## src/rtl/knap_pkg.sv

```systemverilog
// Shared types and helpers for the sequential knapsack candidate evaluator.
// Coefficient record, FSM encoding and a width-bounded saturating adder.
package knap_pkg;

  localparam int KNAP_COEF_W = 8;

  typedef struct packed {
    logic [KNAP_COEF_W-1:0] value;
    logic [KNAP_COEF_W-1:0] weight;
    logic [KNAP_COEF_W-1:0] volume;
  } coef_t;

  typedef enum logic [1:0] {
    IDLE  = 2'd0,
    ACCUM = 2'd1,
    DONE  = 2'd2
  } state_e;

  // Clamps a + b to 2^w - 1 and reports whether clamping occurred; w must be < 32.
  function automatic logic [31:0] sat_add(input logic [31:0] a, input logic [31:0] b,
                                          input int unsigned w, output logic ovf);
    logic [32:0] sum;
    logic [32:0] lim;
    sum = {1'b0, a} + {1'b0, b};
    lim = (33'd1 << w) - 33'd1;
    ovf = (sum > lim);
    sat_add = ovf ? lim[31:0] : sum[31:0];
  endfunction

endpackage

```

## src/rtl/knap_lane_sum.sv

```systemverilog
// Masked LANES-wide adder tree feeding one saturating accumulator; adds one chunk per en cycle.
// Result visible the cycle after en; no flow control of its own, clr takes priority over en.
module knap_lane_sum
  import knap_pkg::*;
#(
  parameter int LANES  = 4,
  parameter int COEF_W = 8,
  parameter int ACC_W  = 12
) (
  input  logic                         clk,
  input  logic                         rst_n,
  input  logic                         clr,
  input  logic                         en,
  input  logic [LANES-1:0][COEF_W-1:0] coef,
  input  logic [LANES-1:0]             mask,
  output logic [ACC_W-1:0]             acc,
  output logic                         ovf
);

  logic [31:0]      tree;
  logic [ACC_W-1:0] acc_nxt;
  logic             ovf_nxt;

  always_comb begin
    tree    = '0;
    ovf_nxt = 1'b0;
    for (int l = 0; l < LANES; l++) begin
      if (mask[l]) tree = tree + 32'(coef[l]);
    end
    acc_nxt = ACC_W'(sat_add(32'(acc), tree, ACC_W, ovf_nxt));
  end

  always_ff @(posedge clk or negedge rst_n) begin
    if (!rst_n) begin
      acc <= '0;
      ovf <= 1'b0;
    end else if (clr) begin
      acc <= '0;
      ovf <= 1'b0;
    end else if (en) begin
      acc <= acc_nxt;
      ovf <= ovf | ovf_nxt;
    end
  end

endmodule

```

## src/rtl/knap_eval_seq.sv

```systemverilog
// Knapsack candidate evaluator: runtime coefficient table, LANES items summed per cycle, best-so-far tracking.
// out_valid N_ITEMS/LANES+1 cycles after the accept cycle; result held until out_ready, in_ready low while busy.
module knap_eval_seq
  import knap_pkg::*;
#(
  parameter int N_ITEMS = 16,
  parameter int COEF_W  = 8,
  parameter int ACC_W   = 12,
  parameter int LANES   = 4
) (
  input  logic                       clk,
  input  logic                       rst_n,
  input  logic                       cfg_we,
  input  logic [$clog2(N_ITEMS)-1:0] cfg_idx,
  input  logic [COEF_W-1:0]          cfg_value,
  input  logic [COEF_W-1:0]          cfg_weight,
  input  logic [COEF_W-1:0]          cfg_volume,
  output logic                       cfg_err,
  input  logic                       in_valid,
  output logic                       in_ready,
  input  logic [N_ITEMS-1:0]         in_sel,
  input  logic [COEF_W-1:0]          in_min_value,
  input  logic [COEF_W-1:0]          in_max_weight,
  input  logic [COEF_W-1:0]          in_max_volume,
  output logic                       out_valid,
  input  logic                       out_ready,
  output logic                       out_feasible,
  output logic [ACC_W-1:0]           out_value,
  output logic [ACC_W-1:0]           out_weight,
  output logic [ACC_W-1:0]           out_volume,
  output logic [2:0]                 out_ovf,
  input  logic                       best_clr,
  output logic                       best_valid,
  output logic [ACC_W-1:0]           best_value,
  output logic [N_ITEMS-1:0]         best_sel
);

  localparam int NCH   = N_ITEMS / LANES;
  localparam int CH_W  = (NCH > 1) ? $clog2(NCH) : 1;
  localparam int IDX_W = $clog2(N_ITEMS);

  localparam logic [1:0] ST_IDLE  = IDLE;
  localparam logic [1:0] ST_ACCUM = ACCUM;
  localparam logic [1:0] ST_DONE  = DONE;

  if (N_ITEMS % LANES != 0) begin : g_bad_lanes
    $error("N_ITEMS must be a multiple of LANES");
  end
  if (ACC_W < COEF_W || ACC_W > 31) begin : g_bad_acc
    $error("ACC_W must be in [COEF_W, 31]");
  end
  if (COEF_W != KNAP_COEF_W) begin : g_bad_coef
    $error("COEF_W must match the coefficient record width");
  end

  logic [1:0]        state_q;
  logic              rdy_en_q;
  logic [CH_W-1:0]   chunk_q;
  logic [N_ITEMS-1:0] sel_q;
  logic [COEF_W-1:0] min_q, maxw_q, maxv_q;
  coef_t             tbl [N_ITEMS];

  logic                         accept;
  logic [IDX_W-1:0]             item;
  logic [LANES-1:0]             lane_mask;
  logic [LANES-1:0][COEF_W-1:0] lane_val, lane_wt, lane_vol;
  logic                         ovf_val, ovf_wt, ovf_vol;

  assign in_ready  = rdy_en_q && (state_q == ST_IDLE);
  assign accept    = in_valid && in_ready;
  assign out_valid = (state_q == ST_DONE);
  assign out_ovf   = {ovf_vol, ovf_wt, ovf_val};

  // Value saturation alone does not fail the candidate; weight/volume saturation does.
  assign out_feasible = out_valid
                     && (out_value  >= ACC_W'(min_q))
                     && (out_weight <= ACC_W'(maxw_q))
                     && (out_volume <= ACC_W'(maxv_q))
                     && !ovf_wt && !ovf_vol;

  always_ff @(posedge clk or negedge rst_n) begin
    if (!rst_n) begin
      for (int i = 0; i < N_ITEMS; i++) tbl[i] <= '0;
    end else if (cfg_we && state_q == ST_IDLE && int'(cfg_idx) < N_ITEMS) begin
      tbl[cfg_idx] <= '{value: cfg_value, weight: cfg_weight, volume: cfg_volume};
    end
  end

  always_ff @(posedge clk or negedge rst_n) begin
    if (!rst_n) begin
      state_q  <= ST_IDLE;
      rdy_en_q <= 1'b0;
      chunk_q  <= '0;
      sel_q    <= '0;
      min_q    <= '0;
      maxw_q   <= '0;
      maxv_q   <= '0;
      cfg_err  <= 1'b0;
    end else begin
      rdy_en_q <= 1'b1;
      cfg_err  <= cfg_we && (state_q != ST_IDLE);
      case (state_q)
        ST_IDLE: if (accept) begin
          sel_q   <= in_sel;
          min_q   <= in_min_value;
          maxw_q  <= in_max_weight;
          maxv_q  <= in_max_volume;
          chunk_q <= '0;
          state_q <= ST_ACCUM;
        end
        ST_ACCUM: begin
          chunk_q <= chunk_q + CH_W'(1);
          if (chunk_q == CH_W'(NCH - 1)) state_q <= ST_DONE;
        end
        ST_DONE: if (out_ready) state_q <= ST_IDLE;
        default: state_q <= ST_IDLE;
      endcase
    end
  end

  always_comb begin
    item      = '0;
    lane_mask = '0;
    lane_val  = '0;
    lane_wt   = '0;
    lane_vol  = '0;
    for (int l = 0; l < LANES; l++) begin
      item         = IDX_W'(int'(chunk_q) * LANES + l);
      lane_mask[l] = sel_q[item];
      lane_val[l]  = tbl[item].value;
      lane_wt[l]   = tbl[item].weight;
      lane_vol[l]  = tbl[item].volume;
    end
  end

  knap_lane_sum #(.LANES(LANES), .COEF_W(COEF_W), .ACC_W(ACC_W)) u_sum_val (
    .clk(clk), .rst_n(rst_n), .clr(accept), .en(state_q == ST_ACCUM),
    .coef(lane_val), .mask(lane_mask), .acc(out_value), .ovf(ovf_val)
  );

  knap_lane_sum #(.LANES(LANES), .COEF_W(COEF_W), .ACC_W(ACC_W)) u_sum_wt (
    .clk(clk), .rst_n(rst_n), .clr(accept), .en(state_q == ST_ACCUM),
    .coef(lane_wt), .mask(lane_mask), .acc(out_weight), .ovf(ovf_wt)
  );

  knap_lane_sum #(.LANES(LANES), .COEF_W(COEF_W), .ACC_W(ACC_W)) u_sum_vol (
    .clk(clk), .rst_n(rst_n), .clr(accept), .en(state_q == ST_ACCUM),
    .coef(lane_vol), .mask(lane_mask), .acc(out_volume), .ovf(ovf_vol)
  );

  // Ties keep the earlier candidate; a clear beats a same-cycle update.
  always_ff @(posedge clk or negedge rst_n) begin
    if (!rst_n) begin
      best_valid <= 1'b0;
      best_value <= '0;
      best_sel   <= '0;
    end else if (best_clr) begin
      best_valid <= 1'b0;
      best_value <= '0;
      best_sel   <= '0;
    end else if (out_valid && out_ready && out_feasible &&
                 (!best_valid || out_value > best_value)) begin
      best_valid <= 1'b1;
      best_value <= out_value;
      best_sel   <= sel_q;
    end
  end

endmodule

```

## config.mk

```make
export PLATFORM = sky130hd
export DESIGN_NAME = knap_eval_seq
export DESIGN_NICKNAME = d
export VERILOG_FILES = /design/src/rtl/knap_pkg.sv /design/src/rtl/knap_lane_sum.sv /design/src/rtl/knap_eval_seq.sv
export SDC_FILE = /design/constraint.sdc
export NUM_CORES = 1
export LEC_CHECK = 0
export CAP_MARGIN = 30
export CORE_MARGIN = 3
export CORE_UTILIZATION = 37
export CTS_BUF_LIST = sky130_fd_sc_hd__clkbuf_16
export CTS_CLUSTER_SIZE = 40
export DETAILED_ROUTE_END_ITERATION = 6
export GPL_TIMING_DRIVEN = 0
export PLACE_DENSITY_LB_ADDON = 0.1
export SETUP_SLACK_MARGIN = 0.4
export SLEW_MARGIN = 20
export SYNTH_ARGS = -nofsm -noshare
export SYNTH_HDL_FRONTEND = slang
export SYNTH_SLANG_ARGS = --single-unit
```

## constraint.sdc

```tcl
create_clock -name clk -period 10.02 [get_ports clk]
set_input_delay 3.006 -clock clk [delete_from_list [all_inputs] [get_ports clk]]
set_output_delay 3.006 -clock clk [all_outputs]
set_load 0.02 [all_outputs]
```

Word-level counts from Yosys, hierarchy flattened
Index checks and enable logic that the tools add are counted.
{"block": "totals", "register_bits": 498, "inputBits": 74, "output_inout_bits": 72, "word_cells": 199}
{"block": "classes", "add_sub_neg": 16, "magnitude_cmp": 17, "n_eq_ne": 6, "muxes": 62, "bitwise": 8, "reduce_logical": 25}
{"op": "binary-select mux 24 bit (select 4 bit)", "count": 4}
{"op": "bitwise mux 384 bit", "count": 1}
{"op": "two-way mux 32 bit", "count": 9}
{"op": "two-way mux 24 bit", "count": 9}
{"op": "adder 32 x 8 -> 32 bit", "count": 6}
{"op": "two-way mux 12 bit", "count": 11}
{"op": "adder 12 x 32 -> 33 bit", "count": 3}
{"op": "> comparator 33 x 12 -> 1 bit (second input constant)", "count": 3}
{"op": "demux 24 bit (select 4 bit)", "count": 1}
{"op": "two-way mux 16 bit", "count": 2}
{"op": "adder 8 x 8 -> 9 bit", "count": 3}
{"op": ">= comparator 5 bit (second input constant)", "count": 5}
{"op": "NOT 4 -> 5 bit", "count": 5}
{"op": "<= comparator 12 x 8 -> 1 bit", "count": 2}
{"op": "two-way mux 8 bit", "count": 3}
{"op": "less-than comparator 4 x 5 -> 1 bit (second input constant)", "count": 4}
{"op": "logical AND 1 bit", "count": 13}
{"op": "binary-select mux 1 bit (select 4 bit)", "count": 3}
{"op": ">= comparator 12 x 8 -> 1 bit", "count": 1}
{"op": "> comparator 12 bit", "count": 1}
{"op": "two-way mux 1 bit", "count": 12}
{"op": "adder 4 x 2 -> 4 bit (second input constant)", "count": 2}
{"op": "two-way mux 2 bit", "count": 4}
{"op": "nonzero test 2 bit", "count": 4}
{"op": "other kinds (16)", "count": 23}

Logic depth before layout (Yosys ltp)
{"block": "depth", "word_depth": 16, "ltp_mapped": 36, "mapped_depth_nobuf": 31}

Cells and area by module
Synthesis repeated with hierarchy kept, for this count alone.
{"block": "hier_totals", "cells_unflattened": 2362, "area_unflattened_um2": 28273.4}
{"mod": "knap_eval_seq", "n_inst": 1, "cells_each": 1414, "area_per_inst_um2": 20807.5, "seq_area_each_um2": 11486.0}
{"mod": "knap_lane_sum", "n_inst": 3, "cells_each": 316, "area_per_inst_um2": 2488.6, "seq_area_each_um2": 325.3}

Least setup slack after synthesis
OpenSTA, ideal clock, no wires.
{"block": "synth_path", "path_kind": "reg2reg", "startpoint": "reg chunk_q[0]", "endpoint": "reg u_sum_val.acc[3]", "setup_time_ns": 0.066, "arrival_time_ns": 6.799, "required_ns": 9.954, "path_slack_ns": 3.155, "stages_incl_launch_ff": 32, "n_path_buf": 6, "synth_period_minus_slack_ns": 6.865, "cell_sequence": "dfrtp_1 > buf_6 > buf_6 > buf_4 > buf_2 > buf_2 > mux4_2 > ha_1 > a21o_1 > a21oi_1 > xnor2_1 > mux2_2 > ha_1 > and2_1 > a22o_1 > or4_1 > a31oi_1 > xnor2_1 > nor2_1 > a31oi_1 > ha_1 > a21o_1 > o21ai_0 > xnor2_1 > xnor2_1 > ha_1 > o21ai_0 > o21ai_0 > o211ai_1 > a21oi_1 > clkbuf_1 > a221o_1"}
{"block": "synth_via", "elab_chain_cells": 16, "word_cells_on_any_way": 39, "classes_between": "add/sub: 7; order compare: 1; mux: 27; bitwise: 4"}
{"element": "from (decl)", "line": "knap_eval_seq.sv:58", "text": "logic [CH_W-1:0] chunk_q;"}
{"element": "from (signal assigned)", "line": "knap_eval_seq.sv:112", "text": "chunk_q <= chunk_q + CH_W'(1);"}
{"element": "adder 4 x 1 -> 4 bit / NOT 4 -> 5 bit (equally long branches)", "line": "knap_eval_seq.sv:128, knap_eval_seq.sv:130"}
{"element": "NOT 4 -> 5 bit (not written as such) / binary-select mux 24 bit (select 4 bit) (equally long branches)", "line": "knap_eval_seq.sv:130", "text": "lane_val[l] = tbl[item].value;"}
{"element": "binary-select mux 24 bit (select 4 bit) / two-way mux 24 bit (equally long branches)"}
{"element": "two-way mux 24 bit"}
{"element": "two-way mux 24 bit / two-way mux 8 bit (equally long branches)"}
{"element": "adder 8 x 8 -> 9 bit", "line": "knap_lane_sum.sv:28", "text": "if (mask[l]) tree = tree + 32'(coef[l]);"}
{"element": "two-way mux 32 bit", "line": "knap_lane_sum.sv:28"}
{"element": "adder 32 x 8 -> 32 bit", "line": "knap_lane_sum.sv:28"}
{"element": "two-way mux 32 bit", "line": "knap_lane_sum.sv:28"}
{"element": "adder 32 x 8 -> 32 bit", "line": "knap_lane_sum.sv:28"}
{"element": "two-way mux 32 bit (*)", "line": "knap_lane_sum.sv:28"}
{"element": "adder 12 x 32 -> 33 bit (*)", "line": "knap_pkg.sv:24", "text": "sum = {1'b0, a} + {1'b0, b};"}
{"element": "> comparator 33 x 12 -> 1 bit", "line": "knap_pkg.sv:26", "text": "ovf = (sum > lim);"}
{"element": "two-way mux 12 bit (*)", "line": "knap_pkg.sv:27", "text": "sat_add = ovf ? lim[31:0] : sum[31:0];"}
{"element": "two-way mux 12 bit (*)", "line": "knap_lane_sum.sv:40", "text": "end else if (en) begin"}
{"element": "two-way mux 12 bit (*)", "line": "knap_lane_sum.sv:37", "text": "end else if (clr) begin"}
{"element": "to (signal assigned)", "line": "knap_lane_sum.sv:41", "text": "acc <= acc_nxt;"}
{"element": "to (decl)", "line": "knap_lane_sum.sv:16", "text": "output logic [ACC_W-1:0] acc,"}
Mark *: on every way between the ends. The rest lies on a longest branch, timed or not. The select of a mux whose other input is x is not followed.
A chain may end at the register's enable or synchronous reset.

Final worst setup path
{"block": "layout_path", "startpoint": "reg chunk_q[1]", "endpoint": "reg u_sum_val.acc[9]"}
The elaborated chain is that of the path after synthesis.

==> impl_results.md <==
* Bufs on Longest Clock Path at 3
* CTS tree: yes
* CTS hold repair buffers at 0
* Status: finished clean
* Post-route setup TNS at 0 ns
* Antenna violations before repair at 1
* CP Buf/Inv Count at 6
* Post-route cell area at 32250 sq um
* Setup crit start kind: flop
* Via Count at 19060
* Layout cell share with drive strength beyond 1 at 0.2585
* Setup violators final at 0
* CTS H-tree lvls at 2
* Cell Area, Placed at 30470 sq um
* Post-Synth Simple-Gate Area at 0.07044
* Rows at 99
* Die width at 279.6 um
* Clock transition at path regs at 0.06 ns
* Req. time, crit path at 10.55 ns
* Placed Instances at 3415
* CP Capture Point: u_sum_val.acc[9]
* Worst slew margin at 0.3222
* Grt ovf at 0
* Max Fclk at 110.6 MHz
* Post-Syn Nets at 2539
* Top-count cell post-synth: dfrtp_1
* DR pass1 iterations at 7
* Starting Density at 0.3763
* Hold path depth at 2
* Asr flop ratio synth at 1.000
* DR vias/cell at 5.422
* Synth Register Bits at 498
* Top post-synthesis cells by area: dfrtp_1 (45%), mux2_2 (16%), mux4_2 (8.0%), ha_1 (6.6%), nand2_1 (2.2%)
* Main combinational cell family by area after synthesis: multiplexers
* RSZ-0062 raised after global routing: false
* Final cell count without fillers at 3516
* Vias in the first global route at 19970
* Wire length per cell at 22.58 um
* Drt total wl at 79.40 mm
* Max_cap viols at 0
* Pin count of the biggest net entering global routing at 101
* Iteration-0 DRC Markers at 907
* Slew Limit Fails at 0
* Post-route DRC at 0
* Final Core Density at 0.4383
* Worst reg-to-reg path cell count at 31
* Area delta synth->final at 16.45%
* CTS sink cnt at 498
* Compound-cell area share of the yosys netlist at 0.09837
* Hold Vio Cnt, Final at 0
* Worst endpoint data arrival time at 9.57 ns
* Crit-path leading delay family: buffers and inverters
* EDFF count, synth at 0
* Post-synthesis xor/xnor area fraction at 0.01866
* Avg Inst Size Synth at 12.00 sq um
* Top cell type's share of synthesized area at 0.4500
* Core area at 73580 sq um
* Antenna Nets Post-Route at 0
* Main synth FF type: dfrtp_1
* Die H at 279.6 um
* Critical Path End Type: flop
* Synth unique cells at 74
* Synth Area in Adders at 0.07419
* HPWL after DPL at 59.36 mm
* Hold WC Path Type: reg2reg
* Sequential-to-total area share from yosys stat at 0.4500
* Crit-path max cell delay at 0.82 ns
* Worst-path maximum fanout at 10
* Syn. warnings at 0
* List of most frequent post-synthesis cells: dfrtp_1 (498), mux2_2 (396), nand2_1 (161)
* Ant. Diodes at 0
* Worst Setup SP: chunk_q[1]
* First-pass GRT wire length at 121.5 mm
* Instance count on the critical path at 31
* I/O pin count at 146
* Largest area contributor in the netlist: dfrtp_1
* Clock Latency Late Sink at 0.62 ns
* Mapped Cells at 2308
* R2r endpoint: u_sum_val.acc[9]
* Reg-to-reg setup timing slack at 0.98 ns
* Placer Congestion at 0.8429
* Port Buffers at 142
* # fillers at 6857
* Crit path time final at 9.044 ns
* Root Buffer: clkbuf_16
* Final Skew at 0.02493 ns
* Period utilization at 0.9026
* Cell Area, Synth at 27690 sq um
* Crit Path Class: reg2reg
* Final nets at 2745
* Slowest CP cell: clkbuf_1
* Mux contribution to synthesized area at 0.2524
* Die ar. at 78160 sq um
* R2R Path Start: chunk_q[1]
* Worst-margin pin slew at 1.017 ns
* Tot GR Track Use at 0.2037
* Cts bufs inserted at 56
## sequential cells by signal, summed over array words and instances, names as in the netlist, 2 cells and up
name	cells
tbl	384
best_sel	16
chunk_q	2
u_sum_vol.acc	12
best_value	12
state_q	2
u_sum_val.acc	12
u_sum_wt.acc	12
min_q	8
maxw_q	8
maxv_q	8
sel_q	16
## worst min-delay path by stage
stage,from,end,slack (ns)
after CTS,min_q[0],min_q[0],0.49
after global placement,tbl[381],tbl[381],0.46
final,min_q[0],min_q[0],0.49
after floorplan,maxv_q[0],maxv_q[0],0.45
after global routing,tbl[101],tbl[101],0.51
after detailed placement,min_q[0],min_q[0],0.47
## metal layers
layer / vias to the layer above / wire, um / GRT usage / share of wire
met1: 9750 / 36730 / 0.2820 / 0.46
li1: 8821 / - / - / -
met3: 114 / 3125 / 0.02734 / 0.039
met2: 379 / 37550 / 0.3388 / 0.47
met5: - / 0 / 0 / 0
met4: 0 / 1998 / 0.05212 / 0.025
## cell type report
cell class / instances / area (sq um) / area share
Inverter: 98 / 367.9 / 0.01141
Tap cell: 959 / 1200 / 0.03721
Sequential cell: 498 / 12460 / 0.3865
Buffer: 133 / 623.1 / 0.01932
Multi-Input combinational cell: 1579 / 14240 / 0.4416
Clock buffer: 57 / 1426 / 0.04423
Timing Repair Buffer: 148 / 1579 / 0.04897
Clock inverter: 44 / 349.1 / 0.01083
## tightest hold or removal path, cell delays in order (launching register included)
cell     delay, ns
dfrtp_1       0.34
nand2_1       0.06
nand2_1       0.06
## per-stage QoR
stage                     hold WS (ns)  setup slack (ns)
after floorplan                 0.4497             3.155
after global placement          0.4638            -16.16
after detailed placement        0.4732            0.8581
after CTS                       0.4893            0.8390
after global routing            0.5085            0.4049
final                           0.4860            0.9762
## cell families after synthesis
group / Yosys count
adders and majority gates: 157
DFF: 498
and+or+nand+nor: 409
xor gates and xnor gates: 59
AOI/OAI and AO/OA: 432
buffers and inverters: 231
other: 1
muxes: 521
## repair_timing
item / in CTS / in global routing
buffers inserted: 0 / 0
endpoints found under the setup margin: 0 / 4
gates resized for setup: 0 / 3
## layout by cell type, fill, tap and decap left out, types with 8 or more instances in the layout
cell,count
o31ai_1,16
a31oi_1,13
nand4_1,8
clkdlybuf4s50_1,141
a221o_1,16
o21a_1,37
xnor2_1,42
nand3_1,42
a21o_1,26
clkinv_1,16
buf_4,9
a211oi_1,21
clkbuf_1,76
nand2_1,161
nor2b_1,23
mux2_2,396
clkinv_2,10
ha_1,145
fa_1,12
o211ai_1,10
inv_1,104
dfrtp_1,498
xor2_1,17
mux2i_1,15
o21ai_0,119
o21ai_1,8
nand2b_1,19
nor3_1,15
mux4_2,98
and2_1,16
a21oi_1,112
clkbuf_16,57
o21bai_1,9
nor2_1,75
buf_2,35
Power is not shown: default switching activity piles up to over one toggle a cycle in this logic, so the estimate is an artifact.
